$ cat src/rtl/packet_rr_arbiter_pkg.sv
// ============================================================================
// Module   : ui_arb_pkg
// Purpose  : Shared state encoding and modular index helper for the arbiter.
// Revision : 1.0
// ============================================================================
`default_nettype none

package ui_arb_pkg;

  typedef enum logic {
    ARB_IDLE   = 1'b0,
    ARB_LOCKED = 1'b1
  } arb_state_t;

  // Modular increment; the >= guard keeps any stray index inside the ring.
  function automatic int unsigned rr_next(input int unsigned idx, input int unsigned n);
    return (idx >= n - 32'd1) ? 32'd0 : idx + 32'd1;
  endfunction

endpackage

`default_nettype wire

$ cat src/rtl/packet_rr_arbiter_rr_pick.sv
// ============================================================================
// Module   : rr_pick
// Purpose  : Combinational circular first-set-bit search starting at start_i.
// Revision : 1.0
// ============================================================================
`default_nettype none

module rr_pick
  import ui_arb_pkg::*;
#(
  parameter int unsigned N = 4,
  localparam int unsigned W = $clog2(N)
) (
  input  logic [N-1:0] req_i,
  input  logic [W-1:0] start_i,
  output logic         found_o,
  output logic [W-1:0] idx_o
);

  logic [W-1:0] cand;

  always_comb begin
    found_o = 1'b0;
    idx_o   = '0;
    cand    = start_i;
    for (int unsigned i = 0; i < N; i++) begin
      if (!found_o && req_i[cand]) begin
        found_o = 1'b1;
        idx_o   = cand;
      end
      cand = W'(rr_next(32'(cand), N));
    end
  end

endmodule

`default_nettype wire

$ cat src/rtl/packet_rr_arbiter.sv
// ============================================================================
// Module   : packet_rr_arbiter
// Purpose  : Round-robin, packet-locked arbiter driving an N:1 stream mux.
//            Optional stall timeout enabled by defining ARB_TIMEOUT_EN.
// Revision : 1.0
// ============================================================================
`default_nettype none

module packet_rr_arbiter
  import ui_arb_pkg::*;
#(
  parameter int unsigned NUM_INPUTS     = 4,
  parameter int unsigned TIMEOUT_CYCLES = 256,
  localparam int unsigned WIDTH_SELECT  = $clog2(NUM_INPUTS)
) (
  input  logic                    clk,
  input  logic                    rst_n,
  input  logic [NUM_INPUTS-1:0]   req_valid,
  input  logic [NUM_INPUTS-1:0]   req_last,
  output logic [NUM_INPUTS-1:0]   req_ready,
  output logic                    out_valid,
  output logic                    out_last,
  input  logic                    out_ready,
  output logic [WIDTH_SELECT-1:0] sel,
  output logic                    grant_active,
  output logic                    timeout
);

  arb_state_t              state_q;
  logic [WIDTH_SELECT-1:0] sel_q;
  logic [WIDTH_SELECT-1:0] rr_ptr_q;
  logic [WIDTH_SELECT-1:0] rr_ptr_d;
  logic                    pick_found;
  logic [WIDTH_SELECT-1:0] pick_idx;
  logic                    locked;
  logic                    beat;

  rr_pick #(
    .N (NUM_INPUTS)
  ) u_rr_pick (
    .req_i   (req_valid),
    .start_i (rr_ptr_q),
    .found_o (pick_found),
    .idx_o   (pick_idx)
  );

  assign locked       = (state_q == ARB_LOCKED);
  assign out_valid    = locked & req_valid[sel_q];
  assign out_last     = locked & req_last[sel_q];
  assign req_ready    = locked ? (NUM_INPUTS'(out_ready) << sel_q) : '0;
  assign beat         = out_valid & out_ready;
  assign grant_active = locked;
  assign sel          = sel_q;
  assign rr_ptr_d     = WIDTH_SELECT'(rr_next(32'(sel_q), NUM_INPUTS));

`ifdef ARB_TIMEOUT_EN
  localparam int unsigned STALL_W = (TIMEOUT_CYCLES > 1) ? $clog2(TIMEOUT_CYCLES) : 1;

  logic [STALL_W-1:0] stall_cnt_q;
  logic               timeout_q;

  assign timeout = timeout_q;

  always_ff @(posedge clk) begin
    if (!rst_n) begin
      state_q     <= ARB_IDLE;
      sel_q       <= '0;
      rr_ptr_q    <= '0;
      stall_cnt_q <= '0;
      timeout_q   <= 1'b0;
    end else begin
      timeout_q <= 1'b0;
      case (state_q)
        ARB_IDLE: begin
          stall_cnt_q <= '0;
          if (pick_found) begin
            sel_q   <= pick_idx;
            state_q <= ARB_LOCKED;
          end
        end
        ARB_LOCKED: begin
          // A beat on the expiry cycle wins over the forced release.
          if (beat) begin
            stall_cnt_q <= '0;
            if (out_last) begin
              rr_ptr_q <= rr_ptr_d;
              sel_q    <= '0;
              state_q  <= ARB_IDLE;
            end
          end else if (stall_cnt_q == STALL_W'(TIMEOUT_CYCLES - 1)) begin
            stall_cnt_q <= '0;
            rr_ptr_q    <= rr_ptr_d;
            sel_q       <= '0;
            state_q     <= ARB_IDLE;
            timeout_q   <= 1'b1;
          end else begin
            stall_cnt_q <= stall_cnt_q + STALL_W'(1);
          end
        end
      endcase
    end
  end
`else
  assign timeout = 1'b0;

  always_ff @(posedge clk) begin
    if (!rst_n) begin
      state_q  <= ARB_IDLE;
      sel_q    <= '0;
      rr_ptr_q <= '0;
    end else begin
      case (state_q)
        ARB_IDLE: begin
          if (pick_found) begin
            sel_q   <= pick_idx;
            state_q <= ARB_LOCKED;
          end
        end
        ARB_LOCKED: begin
          // sel returns to 0 in IDLE so every output reads 0 between packets.
          if (beat && out_last) begin
            rr_ptr_q <= rr_ptr_d;
            sel_q    <= '0;
            state_q  <= ARB_IDLE;
          end
        end
      endcase
    end
  end
`endif

endmodule

`default_nettype wire
$ cat config.mk
export PLATFORM = sky130hd
export DESIGN_NAME = packet_rr_arbiter
export DESIGN_NICKNAME = d
export VERILOG_FILES = /design/src/rtl/packet_rr_arbiter_pkg.sv /design/src/rtl/packet_rr_arbiter_rr_pick.sv /design/src/rtl/packet_rr_arbiter.sv
export SDC_FILE = /design/constraint.sdc
export NUM_CORES = 1
export LEC_CHECK = 0
export BUFFER_PORTS_ARGS = -buffer_cell sky130_fd_sc_hd__buf_2
export CORE_MARGIN = 4
export CORE_UTILIZATION = 40
export DETAILED_ROUTE_END_ITERATION = 10
export PLACE_DENSITY = 0.74
export SYNTH_ARGS = -nofsm -noshare
export SYNTH_HDL_FRONTEND = slang
export SYNTH_SLANG_ARGS = --single-unit
export TNS_END_PERCENT = 100
$ cat constraint.sdc
create_clock -name clk -period 2.4 [get_ports clk]
set_input_delay 0.48 -clock clk [delete_from_list [all_inputs] [get_ports clk]]
set_output_delay 0.48 -clock clk [all_outputs]
set_load 0.005 [all_outputs]
==> results of run 1 <==
[cells by family (layout without fill, tap and decap cells)]
kind of cell | Yosys count | after routing | share of synthesized area [%]
fa+ha+maj | 2 | 2 | 3.55
xor+xnor | 1 | 1 | 1.24
simple gates | 35 | 35 | 30.7
other cells | 1 | 1 | 0.532
buf+inv | 11 | 29 | 9.59
compound gates | 17 | 17 | 21.0
mux | 9 | 9 | 19.2
flops | 5 | 5 | 14.2
[routing by layer]
layer	global-route usage [%]	wire length, um	up-vias
li1	-	-	344
met1	17.6	709	322
met2	24.7	850	25
met3	6.02	118	7
met4	5.07	29	0
met5	0	0	-
[final timing paths]
path                             startpoint           end  slack [ns]
worst min-delay path                  rst_n  grant_active        0.52
worst max register to register  rr_ptr_q[1]        sel[1]        0.20
worst min register to register  rr_ptr_q[1]   rr_ptr_q[1]        0.58
worst max-delay path            rr_ptr_q[1]        sel[1]        0.20
[metrics by stage]
step           setup slack, ns  cell area (um2)
6_report                 0.196              806
5_1_grt                 0.0298              806
4_1_cts                  0.198              806
3_5_place_dp             0.229              778
3_3_place_gp             0.399              778
2_1_floorplan            0.563              704
[worst max-delay path, stage by stage, from the launching register on]
cell and delay, ns:
dfxtp_1 0.34, ha_1 0.58, nor4bb_1 0.42, a31oi_2 0.13
and2_2 0.22, a311oi_1 0.27, o22ai_1 0.11
[state kept, by name, indices dropped and copies added, names as in the netlist]
signal        flops
sel               2
rr_ptr_q          2
grant_active      1
[power by group]
group,switching [uW],internal (uW)
clock,43.0,60.8
sequential,12.3,88.8
combinational,58.3,56.5
[cell type report]
| class | count | area share [%] |
|---|---|---|
| Sequential cell | 5 | 12.4 |
| Tap cell | 16 | 2.48 |
| Inverter | 5 | 2.33 |
| Timing Repair Buffer | 20 | 12.7 |
| Multi-Input combinational cell | 65 | 66.6 |
| Clock inverter | 1 | 0.621 |
| Clock buffer | 3 | 2.80 |
[placed cells by master (no fill, tap or decap), types with 2 or more instances in the layout]
cell / count
buf_2: 19
clkbuf_4: 3
nor3_1: 3
dfxtp_1: 5
mux4_2: 2
mux2i_1: 5
nor2b_1: 3
nand3_1: 4
ha_1: 2
and3b_1: 2
nand2_1: 4
nor2_1: 7
o21ai_0: 5
and2_1: 2
inv_1: 5
==> impl_metrics.toml, run 1 <==
[status]
status = "finished clean"

[grt]
grt_max_degree = 17
grt_usage_pct = 15.0
grt.overflow.total = 0
antenna_found_initial = 0
grt_pass1_wl_um = 2920
grt_pass1_vias = 654

[detailed_routing]
route.detailed.drc = 0
via_count = 698
drt-wirelength-per-cell_um = 14.9
drtPass1Iterations = 4
antenna_left = 0
viasPerCell = 6.07
wirelength_um = 1710
drt-initial-drc-count = 15

[final_layout]
multiInputGateArea_um2 = 537
nFillCells = 157
fin_util_pct = 51.1
layout-drive-gt1-share_pct = 36.4
stdcell_count = 115
syn2layout_area_growth_pct = 14.4
ff_latch_area_um2 = 100
antenna_cells = 0
fin_nets = 113

[clock_tree]
cts_setup_buffers = 0
clk_pin_slew_ns = 0.05
cts_tree = "built"
clk_latency_ns = 0.26
cts_buffers = 3
cts_num_sinks = 5
cts.root.buffer_cell = "clkbuf_4"
cts.htree.levels = 1
ctsHoldBuffers = 0
clock_path_buffers = 2
cts.repair.resized = 0

[pwr]
vdd_ir_drop_max_mv = 0.252
finalPower_uw = 320
p_leak_uw = 0.000345
power_density_mw_per_mm2 = 397

[timing]
hold_viol = 0
fin_tns_setup_ns = 0
clock-skew-final_ns = 0.00940
grt_setup_unrepaired = "no"
hold-worst-slack_ns = 0.520
slew_viol_final = 0
period_needed_ns = 2.20
fin_crit_sh_pct = 91.8
max_clock_freq_mhz = 454
finalSetupViolations = 0

[logic_synthesis]
ys.flop_type = "dfxtp_1"
ys_top_cells_by_area = "dfxtp_1 (14%), mux2i_1 (7.1%), mux4_2 (6.4%), a41oi_4 (3.9%), mux4_1 (3.7%)"
async_reset_ff_share_pct = 0
syn_inst = 81
ys_ff_latch = 5
syn_nets = 94
yosysSeqAreaShare_pct = 14.2
yosysTopAreaCell = "dfxtp_1"
yosysUniqueCellTypes = 42
synth-edff-count = 0
avgSynthCellArea_um2 = 8.70
syn_area_um2 = 704
yosysMostFrequentCell = "nor2_1"
synth_top_area_share_pct = 14.2
yosysWarnings = 0
yosys-top-cells-count = "nor2_1 (7), dfxtp_1 (5), inv_1 (5), mux2i_1 (5), o21ai_0 (5)"

[setup_path]
arrival_ns = 2.33
critical_path.max_fanout = 16
critical_path_required_ns = 2.52
worstSetupEndpointType = "register"
crit_path_start_kind = "register"
crit_type = "register to register"
r2r_cells = 6

[floorplan]
fp-row-count = 14
die-area_mm2 = 0.00250
core_mm2 = 0.00158
io-pin-count = 21
die_h_um = 50.0
die_w_um = 50.0
start_util_pct = 44.7

[hold_path]
hold_depth = 2
hold_class = "input port to register"

[run]
drv_cap = 0

[placement]
dpl.cell_count = 111
dp_hpwl_um = 1310
portBuffers = 19
place.gp.congestion = 0.856
Note: power is estimated with default switching activity, not from simulation.
==> run 2, diff against run 1 <==
--- a/config.mk
+++ b/config.mk
@@ -5,11 +5,12 @@
 export SDC_FILE = /design/constraint.sdc
 export NUM_CORES = 1
 export LEC_CHECK = 0
-export BUFFER_PORTS_ARGS = -buffer_cell sky130_fd_sc_hd__buf_2
 export CORE_MARGIN = 4
 export CORE_UTILIZATION = 40
 export DETAILED_ROUTE_END_ITERATION = 10
-export PLACE_DENSITY = 0.74
+export DONT_BUFFER_PORTS = 1
+export MAX_ROUTING_LAYER = met4
+export PLACE_DENSITY = 0.63
 export SYNTH_ARGS = -nofsm -noshare
 export SYNTH_HDL_FRONTEND = slang
 export SYNTH_SLANG_ARGS = --single-unit
==> run 2 against run 1 <==
  * Sequential cell count is the same
  * Clock power shrank 7%
  * Die area is the same
  * Non-clock buffer count shrank 19
  * Total power shrank 9.6%
  * Global-route usage is essentially flat
  * Routed wire length shrank 3.7%
  * Final cell count shrank 17%
  * Critical path type unchanged
==> impl_metrics.toml, run 2 (synthesis results as in run 1) <==
[floorplan]
die_w_um = 50.0
start_util_pct = 44.7
io-pin-count = 21
die-area_mm2 = 0.00250
core_mm2 = 0.00158
die_h_um = 50.0
fp-row-count = 14

[clock_tree]
cts.root.buffer_cell = "clkbuf_4"
cts_tree = "built"
cts_buffers = 3
clk_latency_ns = 0.24
ctsHoldBuffers = 0
cts.repair.resized = 0
cts_setup_buffers = 0
cts_num_sinks = 5
cts.htree.levels = 1
clock_path_buffers = 2
clk_pin_slew_ns = 0.05

[detailed_routing]
antenna_left = 0
route.detailed.drc = 0
drt-wirelength-per-cell_um = 17.1
drt-initial-drc-count = 9
drtPass1Iterations = 6
via_count = 608
viasPerCell = 6.33
wirelength_um = 1650

[final_layout]
antenna_cells = 0
final_common_cell = "nor2_1"
syn2layout_area_growth_pct = 0.710
fin_util_pct = 45.0
layout-drive-gt1-share_pct = 20.0
fin_nets = 94
nFillCells = 157
final_cell_mix = "nor2_1 (7), inv_1 (5), mux2i_1 (5), o21ai_0 (5), dfxtp_1 (5)"

[hold_path]
hold_class = "input port to register"
hp-start = "rst_n"

[setup_path]
crit_path_start_kind = "register"
critical_path_required_ns = 2.52
r2r_start = "rr_ptr_q[1]"
worstSetupEndpointType = "register"
critical_path.max_fanout = 16
startpoint = "rr_ptr_q[1]"
crit_type = "register to register"
arrival_ns = 2.28

[timing]
clock-skew-final_ns = 0.00627
slew_viol_final = 0
period_needed_ns = 2.16
hold_viol = 0
finalSetupViolations = 0
fin_crit_sh_pct = 90.1
fin_tns_setup_ns = 0
max_clock_freq_mhz = 462
grt_setup_unrepaired = "no"

[pwr]
vdd_ir_drop_max_mv = 0.337
switching_power_uw = 92.3
p_comb_share_pct = 31.0
sequentialPowerShare_pct = 35.6
p_int_uw = 197
p_leak_uw = 0.000256
clockPowerShare_pct = 33.5
p_sw_share_pct = 31.9
power_density_mw_per_mm2 = 407

[status]
status = "finished clean"

[grt]
grt_pass1_wl_um = 2790
grt_pass1_vias = 571
grt_usage_pct = 15.1
antenna_found_initial = 0
grt_max_degree = 17
grt.overflow.total = 0

[run]
drv_cap = 0

[placement]
portBuffers = 0
place.gp.congestion = 0.796
dp_hpwl_um = 1240
-- run 2: cell count changes in the layout (fill, tap and decap cells not counted), sizes merged --
cell,delta
clkinv,-1
clkbuf,+1
buf,-19
-- run 2: metal layers --
layer | vias to the layer above | track usage [%] | share of wire [%]
met3 | 6 | 3.92 | 3.6
met4 | 0 | 10.1 | 2.3
met2 | 13 | 20.7 | 48
met5 | - | - | 0
li1 | 303 | - | -
met1 | 286 | 19.1 | 46
-- run 2: worst paths after layout --
check,endpoint,slack (ns),cells after the start
min,grant_active,0.38,1
max reg2reg,sel[1],0.24,6
min reg2reg,rr_ptr_q[1],0.59,2
max,sel[1],0.24,6
-- run 2: layout make-up --
class	instances	area (um2)	area share [%]
well taps	16	20.0	2.82
multi-input cells	65	537	75.7
flip-flops and latches	5	100	14.1
repair buffers	1	7.51	1.06
clock buffers	4	26.3	3.70
inverters	5	18.8	2.65
-- run 2: through the flow --
step / worst slack (ns) / power [uW] / cells / hold WS, ns / instance area, um2
floorplan: 0.563 / 186 / 81 / 0.536 / 704
global placement: 0.301 / 194 / 92 / 0.559 / 683
detailed placement: 0.293 / 193 / 92 / 0.590 / 683
CTS: 0.235 / 294 / 96 / 0.363 / 709
global route: 0.0192 / 314 / 96 / 0.360 / 709
finish: 0.237 / 289 / 96 / 0.375 / 709
-- run 2: power groups by stage --
stage	Sequential [uW]	Combinational [uW]	Clock, uW
floorplan	99.4	86.6	0
global placement	105	89.1	0
detailed placement	104	88.7	0
CTS	103	89.5	102
global route	104	98.8	111
finish	103	89.5	96.8
-- run 2: worst max-delay path, cell delays in order (launching register included) --
cell and delay [ns]:
dfxtp_1 0.33, ha_1 0.60, nor4bb_1 0.41, a31oi_2 0.12, and2_2 0.21, a311oi_1 0.25, o22ai_1 0.11
==> run 3, diff against run 2 <==
--- a/config.mk
+++ b/config.mk
@@ -7,10 +7,12 @@
 export LEC_CHECK = 0
 export CORE_MARGIN = 4
 export CORE_UTILIZATION = 40
+export CTS_CLUSTER_SIZE = 25
 export DETAILED_ROUTE_END_ITERATION = 10
 export DONT_BUFFER_PORTS = 1
 export MAX_ROUTING_LAYER = met4
 export PLACE_DENSITY = 0.63
+export REMOVE_ABC_BUFFERS = 1
 export SYNTH_ARGS = -nofsm -noshare
 export SYNTH_HDL_FRONTEND = slang
 export SYNTH_SLANG_ARGS = --single-unit
==> run 3 against run 2 <==
  * Clock skew down 0.0057 ns
  * Count of clock-buffer cells in the layout did not move
  * First-iteration DRC count is the same
  * Hold slack worse by 0.0080 ns
  * Routed wire length is 4.0% lower
  * Sequential share of layout area unchanged
  * Global-route usage is 1.8 points lower
  * Critical path depth is the same
  * Total power about the same
  * Core utilization did not move
  * Clock power grew 0.8%
  * Highest routed layer is now met3
==> impl_metrics.toml, run 3 (synthesis results as in run 1) <==
[floorplan]
die_w_um = 50.0
die_h_um = 50.0
die-area_mm2 = 0.00250
start_util_pct = 44.7
io-pin-count = 21
fp-row-count = 14
core_mm2 = 0.00158

[clock_tree]
cts.repair.resized = 0
clock_path_buffers = 2
cts.root.buffer_cell = "clkbuf_4"
clk_pin_slew_ns = 0.04
ctsHoldBuffers = 0
cts_buffers = 3
cts_setup_buffers = 0
cts.htree.levels = 1
cts_num_sinks = 5
clk_latency_ns = 0.24
cts_tree = "built"

[setup_path]
critical_path.max_fanout = 16
crit_path_start_kind = "register"
crit_path_top_delay_cell = "ha_1"
path_cells = "ha_1, nor4bb_1, a31oi_2, and2_2, a311oi_1, o22ai_1"
critical_path.top_delay_family = "simple AND/OR/NAND/NOR gates"
crit_type = "register to register"
arrival_ns = 2.23
path_buf_inv = 0
slowest_delay_ns = 0.59
worstSetupEndpointType = "register"
critical_path_required_ns = 2.52

[pwr]
p_sw_share_pct = 31.8
sequentialPowerShare_pct = 35.5
switching_power_uw = 91.9
p_int_uw = 197
finalPower_uw = 289
power_density_mw_per_mm2 = 407
p_comb_share_pct = 30.7
p_leak_uw = 0.000256
clockPowerShare_pct = 33.8
vdd_ir_drop_max_mv = 0.259

[status]
status = "finished clean"

[timing]
finalSetupViolations = 0
period_needed_ns = 2.11
fin_tns_setup_ns = 0
clock-skew-final_ns = 0.000608
hold_viol = 0
grt_setup_unrepaired = "no"
fin_crit_sh_pct = 88.0
slew_viol_final = 0
max_clock_freq_mhz = 473

[grt]
use_met1_pct = 14.2
grt_max_degree = 17
grt_pass1_wl_um = 2540
grt_use_met2_pct = 23.6
grt.overflow.total = 0
grt_pass1_vias = 580
grt_use_met3_pct = 5.42
busiest_layer = "met2"
grt_usage_pct = 13.3
antenna_found_initial = 0

[detailed_routing]
viasPerCell = 6.23
drt-initial-drc-count = 9
route.detailed.drc = 0
wirelength_um = 1580
via_count = 598
drtPass1Iterations = 4
drt-wirelength-per-cell_um = 16.5
antenna_left = 0

[run]
drv_cap = 0

[final_layout]
fin_nets = 94
final_cell_mix = "nor2_1 (7), inv_1 (5), mux2i_1 (5), o21ai_0 (5), dfxtp_1 (5)"
syn2layout_area_growth_pct = 0.710
nFillCells = 155
final_common_cell = "nor2_1"
layout-drive-gt1-share_pct = 20.0
antenna_cells = 0

[placement]
place.gp.congestion = 0.768
portBuffers = 0
dp_hpwl_um = 1200

[hold_path]
hold_class = "input port to register"
[run 3: cell counts in the layout (fill, tap and decap cells not counted)]
No cell type changed its count.
[run 3: final cells by class]
cell class	instances	area, um2	share of cell area [%]
multi-input cells	65	537	75.7
flip-flops and latches	5	100	14.1
clock buffers	4	26.3	3.70
well taps	16	20.0	2.82
inverters	5	18.8	2.65
repair buffers	1	7.51	1.06
[run 3: power by group through the flow]
stage                     clock (uW)  combinational [uW]  sequential (uW)
after floorplan                    0                73.7              103
after global placement             0                87.1              104
after detailed placement           0                88.3              104
after CTS                        102                88.7              103
after global routing             114                96.5              104
final                           97.6                88.6              103
[run 3: metal layers]
layer  wire length, um  vias up
met2               845        8
met3                58        0
met5                 0        -
met1               677      290
met4                 0        0
li1                  -      300
[run 3: worst paths after layout]
kind             endpoint        start  slack (ns)  depth (start not counted)
min reg2reg   rr_ptr_q[1]  rr_ptr_q[1]        0.57                          2
max                sel[1]  rr_ptr_q[1]        0.29                          6
max reg2reg        sel[1]  rr_ptr_q[1]        0.29                          6
min          grant_active        rst_n        0.37                          1
[run 3: worst register-to-register path: cells and delay by family, from the launching register on]
| kind | cells | cell delay (ns) |
|---|---|---|
| simple gates | 2 | 0.61 |
| fa+ha+maj | 1 | 0.59 |
| flops | 1 | 0.33 |
| compound gates | 3 | 0.46 |
[run 3: metrics by stage]
stage | hold slack, ns | cell area [um2] | setup WS, ns | util [%] | std cells
final | 0.367 | 709 | 0.287 | 45.0 | 96
after global routing | 0.349 | 709 | 0.152 | 45.0 | 96
after CTS | 0.360 | 709 | 0.293 | 45.0 | 96
after detailed placement | 0.565 | 683 | 0.308 | 43.3 | 92
after floorplan | 0.536 | 656 | 0.359 | - | 75
after global placement | 0.554 | 683 | 0.385 | 43.3 | 92
